`src/rtl/uart_tx_buffered_pkg.sv`:
```
// Shared definitions for the buffered UART transmitter.
// Holds the one-hot serializer state encoding, the default clock/baud
// constants and the clocks-per-bit helper.
package uart_tx_buffered_pkg;

  // One-hot serializer states
  typedef enum logic [3:0] {
    UART_IDLE  = 4'b0001,
    UART_START = 4'b0010,
    UART_DATA  = 4'b0100,
    UART_STOP  = 4'b1000
  } uart_state_e;

  localparam int unsigned DEF_CLK_FREQ = 65_000_000;
  localparam int unsigned DEF_BAUD     = 115_200;

  // Integer clocks per serial bit (truncating division)
  function automatic int unsigned clks_per_bit(input int unsigned clk_freq,
                                               input int unsigned baud);
    return clk_freq / baud;
  endfunction

  localparam int unsigned DEF_CLKS_PER_BIT = clks_per_bit(DEF_CLK_FREQ, DEF_BAUD);

endpackage

```
`src/rtl/uart_byte_fifo.sv`:
```
// Synchronous byte FIFO with first-word-fall-through read data.
// Ports: clk, rst (sync, active-high), wr_en/wr_data (push), rd_en (pop),
//        rd_data (head byte), empty, full, level (occupancy 0..FIFO_DEPTH).
// A push while full is accepted when a pop happens on the same edge.
module uart_byte_fifo #(
  parameter int unsigned FIFO_DEPTH = 256
) (
  input  logic                          clk,
  input  logic                          rst,
  input  logic                          wr_en,
  input  logic [7:0]                    wr_data,
  input  logic                          rd_en,
  output logic [7:0]                    rd_data,
  output logic                          empty,
  output logic                          full,
  output logic [$clog2(FIFO_DEPTH):0]   level
);

  localparam int unsigned AW = $clog2(FIFO_DEPTH);

  if ((FIFO_DEPTH < 4) || ((FIFO_DEPTH & (FIFO_DEPTH - 1)) != 0)) begin : g_bad_depth
    $error("FIFO_DEPTH must be a power of 2 and >= 4");
  end

  logic [7:0]    r_mem [FIFO_DEPTH];
  logic [AW-1:0] r_wr_ptr;
  logic [AW-1:0] r_rd_ptr;
  logic [AW:0]   r_level;
  logic          w_rd;
  logic          w_wr;

  assign empty   = (r_level == '0);
  assign full    = r_level[AW];
  assign level   = r_level;
  assign rd_data = r_mem[r_rd_ptr];

  assign w_rd = rd_en && !empty;
  assign w_wr = wr_en && (!full || w_rd);

  // Pointers wrap naturally; level tracks net push/pop
  always_ff @(posedge clk) begin
    if (rst) begin
      r_wr_ptr <= '0;
      r_rd_ptr <= '0;
      r_level  <= '0;
    end else begin
      if (w_wr) r_wr_ptr <= r_wr_ptr + AW'(1);
      if (w_rd) r_rd_ptr <= r_rd_ptr + AW'(1);
      case ({w_wr, w_rd})
        2'b10:   r_level <= r_level + (AW+1)'(1);
        2'b01:   r_level <= r_level - (AW+1)'(1);
        default: r_level <= r_level;
      endcase
    end
  end

  // Storage array, not reset
  always_ff @(posedge clk) begin
    if (w_wr) r_mem[r_wr_ptr] <= wr_data;
  end

endmodule

```
`src/rtl/uart_tx_buffered.sv`:
```
// Buffered 8N1 UART transmitter: absorbs producer bursts in a FIFO and
// serializes them back-to-back on tx.
// Ports: clk, rst (sync, active-high), sign/tick (byte write strobe),
//        tx (serial line, idle high, registered), busy (combinational:
//        frame in progress or FIFO non-empty), overflow (sticky drop flag),
//        level (FIFO occupancy).
module uart_tx_buffered
  import uart_tx_buffered_pkg::*;
#(
  parameter int unsigned CLK_FREQ     = DEF_CLK_FREQ,
  parameter int unsigned BAUD         = DEF_BAUD,
  parameter int unsigned CLKS_PER_BIT = clks_per_bit(CLK_FREQ, BAUD),
  parameter int unsigned FIFO_DEPTH   = 256
) (
  input  logic                        clk,
  input  logic                        rst,
  input  logic [7:0]                  sign,
  input  logic                        tick,
  output logic                        tx,
  output logic                        busy,
  output logic                        overflow,
  output logic [$clog2(FIFO_DEPTH):0] level
);

  localparam int unsigned AW = $clog2(FIFO_DEPTH);
  localparam int unsigned CW = $clog2(CLKS_PER_BIT);

  if (CLKS_PER_BIT < 2) begin : g_bad_cpb
    $error("CLKS_PER_BIT must be >= 2");
  end

  uart_state_e   r_state, w_state_nxt;
  logic [CW-1:0] r_baud, w_baud_nxt;
  logic [2:0]    r_bit, w_bit_nxt;
  logic [7:0]    r_shift, w_shift_nxt;
  logic          r_tx, w_tx_nxt;
  logic          r_overflow;
  logic          w_pop;
  logic          w_empty;
  logic          w_full;
  logic [7:0]    w_head;
  logic [AW:0]   w_level;
  logic          w_baud_end;

  uart_byte_fifo #(
    .FIFO_DEPTH (FIFO_DEPTH)
  ) u_fifo (
    .clk     (clk),
    .rst     (rst),
    .wr_en   (tick),
    .wr_data (sign),
    .rd_en   (w_pop),
    .rd_data (w_head),
    .empty   (w_empty),
    .full    (w_full),
    .level   (w_level)
  );

  assign w_baud_end = (r_baud == CW'(CLKS_PER_BIT - 1));

  // Serializer next-state, pop and next tx value
  always_comb begin
    w_state_nxt = r_state;
    w_baud_nxt  = r_baud;
    w_bit_nxt   = r_bit;
    w_shift_nxt = r_shift;
    w_tx_nxt    = r_tx;
    w_pop       = 1'b0;
    unique case (r_state)
      UART_IDLE: begin
        w_tx_nxt = 1'b1;
        if (!w_empty) begin
          w_pop       = 1'b1;
          w_shift_nxt = w_head;
          w_state_nxt = UART_START;
          w_baud_nxt  = '0;
          w_tx_nxt    = 1'b0;
        end
      end
      UART_START: begin
        if (w_baud_end) begin
          w_state_nxt = UART_DATA;
          w_baud_nxt  = '0;
          w_bit_nxt   = '0;
          w_tx_nxt    = r_shift[0];
        end else begin
          w_baud_nxt = r_baud + CW'(1);
        end
      end
      UART_DATA: begin
        if (w_baud_end) begin
          w_baud_nxt = '0;
          if (r_bit == 3'd7) begin
            w_state_nxt = UART_STOP;
            w_tx_nxt    = 1'b1;
          end else begin
            w_bit_nxt = r_bit + 3'd1;
            w_tx_nxt  = r_shift[r_bit + 3'd1];
          end
        end else begin
          w_baud_nxt = r_baud + CW'(1);
        end
      end
      UART_STOP: begin
        if (w_baud_end) begin
          w_baud_nxt = '0;
          // Chain straight into the next start bit when data is waiting
          if (!w_empty) begin
            w_pop       = 1'b1;
            w_shift_nxt = w_head;
            w_state_nxt = UART_START;
            w_tx_nxt    = 1'b0;
          end else begin
            w_state_nxt = UART_IDLE;
            w_tx_nxt    = 1'b1;
          end
        end else begin
          w_baud_nxt = r_baud + CW'(1);
        end
      end
      default: begin
        w_state_nxt = UART_IDLE;
        w_tx_nxt    = 1'b1;
      end
    endcase
  end

  // Serializer registers
  always_ff @(posedge clk) begin
    if (rst) begin
      r_state <= UART_IDLE;
      r_baud  <= '0;
      r_bit   <= '0;
      r_shift <= '0;
      r_tx    <= 1'b1;
    end else begin
      r_state <= w_state_nxt;
      r_baud  <= w_baud_nxt;
      r_bit   <= w_bit_nxt;
      r_shift <= w_shift_nxt;
      r_tx    <= w_tx_nxt;
    end
  end

  // Sticky drop flag: write while full with no simultaneous pop
  always_ff @(posedge clk) begin
    if (rst) begin
      r_overflow <= 1'b0;
    end else if (tick && w_full && !w_pop) begin
      r_overflow <= 1'b1;
    end
  end

  assign tx       = r_tx;
  assign overflow = r_overflow;
  assign level    = w_level;
  assign busy     = (r_state != UART_IDLE) || (w_level != '0);

endmodule

```
`config.mk`:
```
export PLATFORM = sky130hd
export DESIGN_NAME = uart_tx_buffered
export DESIGN_NICKNAME = d
export VERILOG_FILES = /design/src/rtl/uart_tx_buffered_pkg.sv /design/src/rtl/uart_byte_fifo.sv /design/src/rtl/uart_tx_buffered.sv
export SDC_FILE = /design/constraint.sdc
export NUM_CORES = 2
export LEC_CHECK = 0
export ABC_AREA = 0
export ABC_CLOCK_PERIOD_IN_PS = 7000
export CAP_MARGIN = 20
export CORE_MARGIN = 2
export CORE_UTILIZATION = 45
export DETAILED_ROUTE_END_ITERATION = 16
export GPL_ROUTABILITY_DRIVEN = 0
export PLACE_DENSITY = 0.62
export SLEW_MARGIN = 20
export SYNTH_ARGS = -nofsm -noshare
export SYNTH_HDL_FRONTEND = slang
export SYNTH_SLANG_ARGS = --single-unit
```
`constraint.sdc`:
```
create_clock -name clk -period 7 [get_ports clk]
set_clock_uncertainty 0.1 [all_clocks]
set_input_delay 1.05 -clock clk [delete_from_list [all_inputs] [get_ports clk]]
set_output_delay 1.05 -clock clk [all_outputs]
set_load 0.005 [all_outputs]
```
# Word level (Yosys, flattened, before mapping)
# Memories as Yosys holds them, arrays and structs flattened. A register that Yosys moved wholly into a read port is not among the register bits.
# Index checks and enable logic that the tools add are counted.
# classes
eq_ne,15
bitwise,0
mux,33
n_mul,0
add_sub_neg,6
magnitude_cmp,1
n_div,0
n_reduce_logical,21
shifts,0
# op_table
operator,count
two-way mux 8 bit,4
two-way mux 10 bit,2
two-way mux 4 bit,5
case mux 10 bit (2 select lines),1
case mux 9 bit (2 select lines),1
"adder 8 x 1 -> 8 bit, second input constant",2
case mux 4 bit (4 select lines),1
case mux 8 bit (2 select lines),1
"!= test 2 bit, second input constant",6
"adder 10 x 1 -> 10 bit, second input constant",1
"equality test 10 bit, second input constant",1
two-way mux 1 bit,10
"adder 9 x 1 -> 9 bit, second input constant",1
logical NOT 9 bit,1
two-way mux 3 bit,3
nonzero test 9 bit,1
"subtractor 9 x 1 -> 9 bit, second input constant",1
nonzero test 2 bit,4
case mux 3 bit (2 select lines),1
AND reduction 5 bit,1
"equality test 4 x 1 -> 1 bit, second input constant",1
"equality test 4 x 2 -> 1 bit, second input constant",1
"equality test 4 x 3 -> 1 bit, second input constant",1
"equality test 4 bit, second input constant",1
other kinds (17),24
# totals
mem_count,1
in_bits,11
mem_bits_rw,2048
register_bits,52
wordCells,86
latch_bits,0
mem_bits_ro,0
# mem_list
name,words,width,read_ports,rd_clocked_by_memory_dff,write_ports,line,rtl
u_fifo.r_mem,256,8,1,1,1,uart_byte_fifo.sv:25,logic [7:0] r_mem [FIFO_DEPTH];

# Logic depth before layout (Yosys ltp)
# depth
ltp_word,9
depth_mapped,18

# Modules after synthesis
# A second synthesis with hierarchy kept.
# unflattened
cells_unflattened,4416
area_unflattened_um2,83381.2
# by_module_without_submodules
mod,area_each_um2,instances,cells_each
uart_byte_fifo,81969.9,1,4260
uart_tx_buffered,1411.4,1,156

# Least setup slack after synthesis
# Ideal clock, no wire load.
# synth_path
path_type,reg-to-reg
startpoint,"reg u_fifo.r_level[5], in the netlist u_fifo.level[5]"
endpoint,"reg u_fifo.r_level[8], in the netlist u_fifo.level[8]"
arrival_time_ns,4.051
setup_slack_ns,2.722
path_stages_with_launch,19
synth_period_minus_slack_ns,4.278
n_path_buf,3
cell_sequence,dfxtp_1 > clkbuf_1 > nor4_1 > a31oi_1 > o21ai_2 > inv_4 > o21ai_4 > ha_1 > clkbuf_1 > clkbuf_1 > xor2_1 > ha_1 > a21oi_1 > o21ai_0 > a221oi_1 > a21oi_1 > nor3b_1 > xnor2_1 > nor2_1
# synth_via
elab_chain_cells,9
# synth_lines
item,line,rtl
from (decl),uart_byte_fifo.sv:28,logic [AW:0] r_level;
from (signal assigned),uart_byte_fifo.sv:50,2'b10: r_level <= r_level + (AW+1)'(1);
from (signal assigned),uart_byte_fifo.sv:51,2'b01: r_level <= r_level - (AW+1)'(1);
from (signal assigned),uart_byte_fifo.sv:52,default: r_level <= r_level;
logical NOT 9 bit *,uart_byte_fifo.sv:32,assign empty = (r_level == '0);
two-way mux 1 bit,"uart_tx_buffered.sv:72, uart_tx_buffered.sv:108",
two-way mux 1 bit,uart_tx_buffered.sv:105,if (w_baud_end) begin
case mux 1 bit (2 select lines),uart_tx_buffered.sv:69,unique case (r_state)
logical AND 1 bit *,uart_byte_fifo.sv:37,assign w_rd = rd_en && !empty;
via u_fifo.w_rd,uart_byte_fifo.sv:29,logic w_rd;
logical OR 1 bit,uart_byte_fifo.sv:38,assign w_wr = wr_en && (!full || w_rd);
logical AND 1 bit,uart_byte_fifo.sv:38,
equality test 2 x 1 -> 1 bit or equality test 2 bit (tied branches),uart_byte_fifo.sv:49,"case ({w_wr, w_rd})"
case mux 9 bit (2 select lines) or nonzero test 2 bit (tied branches),-,
# Mark *: on every way through the listed nets, which the timed path passes. The rest lies on a longest branch.
# A chain may end at the register's enable or synchronous reset.

# Worst setup path after layout
# layout_path
startpoint,"reg u_fifo.r_level[4], in the netlist u_fifo.level[4]"
endpoint,"reg u_fifo.r_level[8], in the netlist u_fifo.level[8]"
# Same word-level chain as after synthesis.

==> reports/qor.yml <==
status: "completed"
final_util_pct: 50.4
ys_ff_latch: 2108
path_cells: "nor4_1 -> a31oi_1 -> o21ai_2 -> inv_4 -> o21ai_4 -> ha_1 -> xor2_1 -> ha_1 -> a21oi_1 -> o21ai_0 -> a221oi_1 -> a21oi_1 -> nor3b_1 -> xnor2_1 -> nor2_1"
cts_tree: "built"
core_area_um2: 182000
synth_nets: 4296
synth_top_area_cell: "edfxtp_1"
yosys_warnings: 0
clockBufferDepth: 3
synth_edf_count: 2048
htree_levels: 4
start_util_pct: 45.2
synth_top_area_share_pct: 74.6
slew_viol_final: 0
worstSetupStartpointType: "register"
clockRootBuffer: "clkbuf_16"
viasPerCell: 6.09
drc: 0
drt-pass1-iter-count: 5
area_delta_synth_final_pct: 11.7
holdBufCountCts: 0
antenna_found_initial: 3
grt_pass1_vias: 41600
tightest_slew_ns: 1.11
crit_arrival_ns: 5.33
clkPwrFrac_pct: 36.8
synth_ff_type: "edfxtp_1"
cts_setup_buffers: 0
vias: 42000
worst_ir_drop_vdd_mv: 0.240
required_ns: 7.60
final.setup.tns_ns: 0
crit_path_end_kind: "register"
clock.fmax_mhz: 211
clock-sinks: 2108
grt_pass1_wl_um: 305000
rsz0062_at_grt: "false"
worst_path_largest_cell_delay_ns: 0.64
worst-path-buf-inv: 1
clkLatencyLatePin_ns: 0.83
grt.total_usage_pct: 22.8
ys_seq_area_share_pct: 76.1
power_density_nw_per_um2: 329
hold_class: "register to register"
dpl_worst_slack_ns: 2.29
syn_avg_cell_area_um2: 19.3
wirelength_um: 213000
final.fill_count: 14400
dieHeight_um: 432
setup-violations-final: 0
leakage_uw: 0.0278
share_comb_of_total_power_pct: 16.8
synthTopCellsByArea: "edfxtp_1 75%, mux4_2 10%, mux2i_1 3.8%"
placedInstanceArea_um2: 85300
cts_buffers: 208
max-cap-violations: 0
globalRouteOverflowTotal: 0
slowest_stage: "ha_1"
crit_family: "compound AO/OA/AOI/OAI gates"
path_clk_slew_ns: 0.06
synth_cells: 4274
place.port_buffers: 22
dieWidth_um: 432
period_share_pct: 67.7
finalHoldViolCount: 0
grt_max_degree: 201
fin_nets: 4357
post-route-min-period_ns: 4.74
fin_area_um2: 92000
avgRoutedWirePerCell_um: 30.9
dp_hpwl_um: 126000
cellInternalPower_uw: 22500
setup_slack_ns: 2.26
switching_share_pct: 25.6
fp.dieArea_um2: 187000
synth_cell_types: 72
dr.first_iter.drc_count: 5370
seqPwrFrac_pct: 46.4
cts_resized: 0
rows: 157
ys_async_sr_fraction_pct: 0
crit_type: "register to register"
critPathMaxFanout: 20
drive_above_1_share_pct: 17.8
maxSlewHeadroom_pct: 26.0
syn_area_um2: 82400
seqCellArea_um2: 62700
io_pins: 23
ant_nets: 0
multiInputGateArea_um2: 18400
power.switching_uw: 7760
[logic make-up after synthesis]
family	after synthesis	synth area share (%)
simple gates	731	4.01
flops	2108	76.1
compound gates	436	3.69
fa+ha+maj	11	0.167
mux	692	14.1
xor+xnor	30	0.319
buf+inv	266	1.65
[layout by cell type, fill, tap and decap left out, drive strengths merged, types with 7 or more instances in the layout]
master / Yosys / final
a2111oi: 20 / 20
a211o: 10 / 10
a211oi: 32 / 32
a21oi: 62 / 62
a221oi: 29 / 29
a22o: 7 / 7
a22oi: 53 / 53
and2: 12 / 12
and3: 9 / 9
buf: 147 / 84
bufinv: 0 / 23
clkbuf: 108 / 275
clkdlybuf4s50: 0 / 14
clkinv: 0 / 73
dfxtp: 60 / 60
edfxtp: 2048 / 2048
ha: 11 / 11
inv: 11 / 21
mux2i: 315 / 315
mux4: 373 / 373
nand2: 136 / 136
nand3: 48 / 48
nand3b: 7 / 7
nand4: 25 / 25
nor2: 369 / 369
nor2b: 14 / 14
nor3: 49 / 49
nor3b: 9 / 9
nor4: 16 / 16
o21ai: 44 / 44
o221ai: 34 / 34
o22ai: 102 / 102
or3: 16 / 16
xnor2: 9 / 9
xor2: 21 / 21
[area by class of cell]
type	count	share of cell area, %
Antenna cell	1	0.00272
Tap cell	2385	3.24
Clock inverter	111	1.33
Sequential cell	2108	68.1
Timing Repair Buffer	106	1.19
Multi-Input combinational cell	1900	20.0
Clock buffer	267	6.02
Inverter	11	0.0503
[per-stage QoR]
stage          total power [uW]  std cells  hold slack, ns
2_1_floorplan             17900       4274           0.334
3_3_place_gp              19400       6507           0.343
3_5_place_dp              19500       6510           0.354
4_1_cts                   30500       6888           0.363
5_1_grt                   31200       6888           0.397
6_report                  30300       6889           0.360
[layer usage]
layer  part of all wire, %  GRT usage [%]  up-vias
met2                    47           35.6     1863
li1                      -              -    17600
met3                   8.3           5.01      340
met5                     0              0        -
met4                   3.8           8.32        0
met1                    41           31.7    22100
[worst reg2reg max path, cell delays in order, from the launching register on]
cell	delay (ns)
dfxtp_1	0.42
nor4_1	0.53
a31oi_1	0.27
o21ai_2	0.22
inv_4	0.14
o21ai_4	0.37
ha_1	0.64
xor2_1	0.14
ha_1	0.21
a21oi_1	0.24
o21ai_0	0.14
a221oi_1	0.57
a21oi_1	0.16
nor3b_1	0.25
xnor2_1	0.16
nor2_1	0.05
[flip-flops by register name, indices dropped and copies added, names as in the netlist, 3 cells and up, named ones only]
register and cells:
r_bit 3, r_state 4, u_fifo.r_mem 2048, r_baud 10
r_shift 8, u_fifo.level 9, u_fifo.r_rd_ptr 8, u_fifo.r_wr_ptr 8
[power groups by stage]
stage	combinational, uW	clock, uW	sequential (uW)
4_1_cts	5140	11300	14100
3_3_place_gp	5110	0	14300
6_report	5090	11200	14100
3_5_place_dp	5130	0	14300
2_1_floorplan	3660	0	14200
5_1_grt	5390	11800	14100
[cell usage after synthesis, types with 10 or more instances]
library cell	number
or3_1	16
o221ai_1	34
nor2b_1	14
o22ai_1	102
a22oi_1	53
buf_1	15
a2111oi_0	20
a211o_1	10
buf_2	71
dfxtp_1	60
o21ai_0	40
a211oi_1	32
a21oi_1	62
nand4_1	25
nand3_1	48
xor2_1	21
mux4_2	373
nor2_1	369
a221oi_1	29
buf_6	12
ha_1	11
edfxtp_1	2048
buf_4	49
nand2_1	128
nor4_1	15
clkbuf_1	108
and2_1	10
mux2i_1	315
nor3_1	47
[worst paths after layout]
kind                                              startpoint                           end  slack (ns)  depth (start not counted)
worst max-delay path            u_fifo.level[4]$_SDFFE_PP0P_  u_fifo.level[8]$_SDFFE_PP0P_        2.26                         15
worst min-delay path                   r_bit[1]$_SDFFE_PP0P_         r_bit[1]$_SDFFE_PP0P_        0.36                          2
worst max register to register  u_fifo.level[4]$_SDFFE_PP0P_  u_fifo.level[8]$_SDFFE_PP0P_        2.26                         15
worst min register to register         r_bit[1]$_SDFFE_PP0P_         r_bit[1]$_SDFFE_PP0P_        0.36                          2
(Power assumes the default switching activity.)
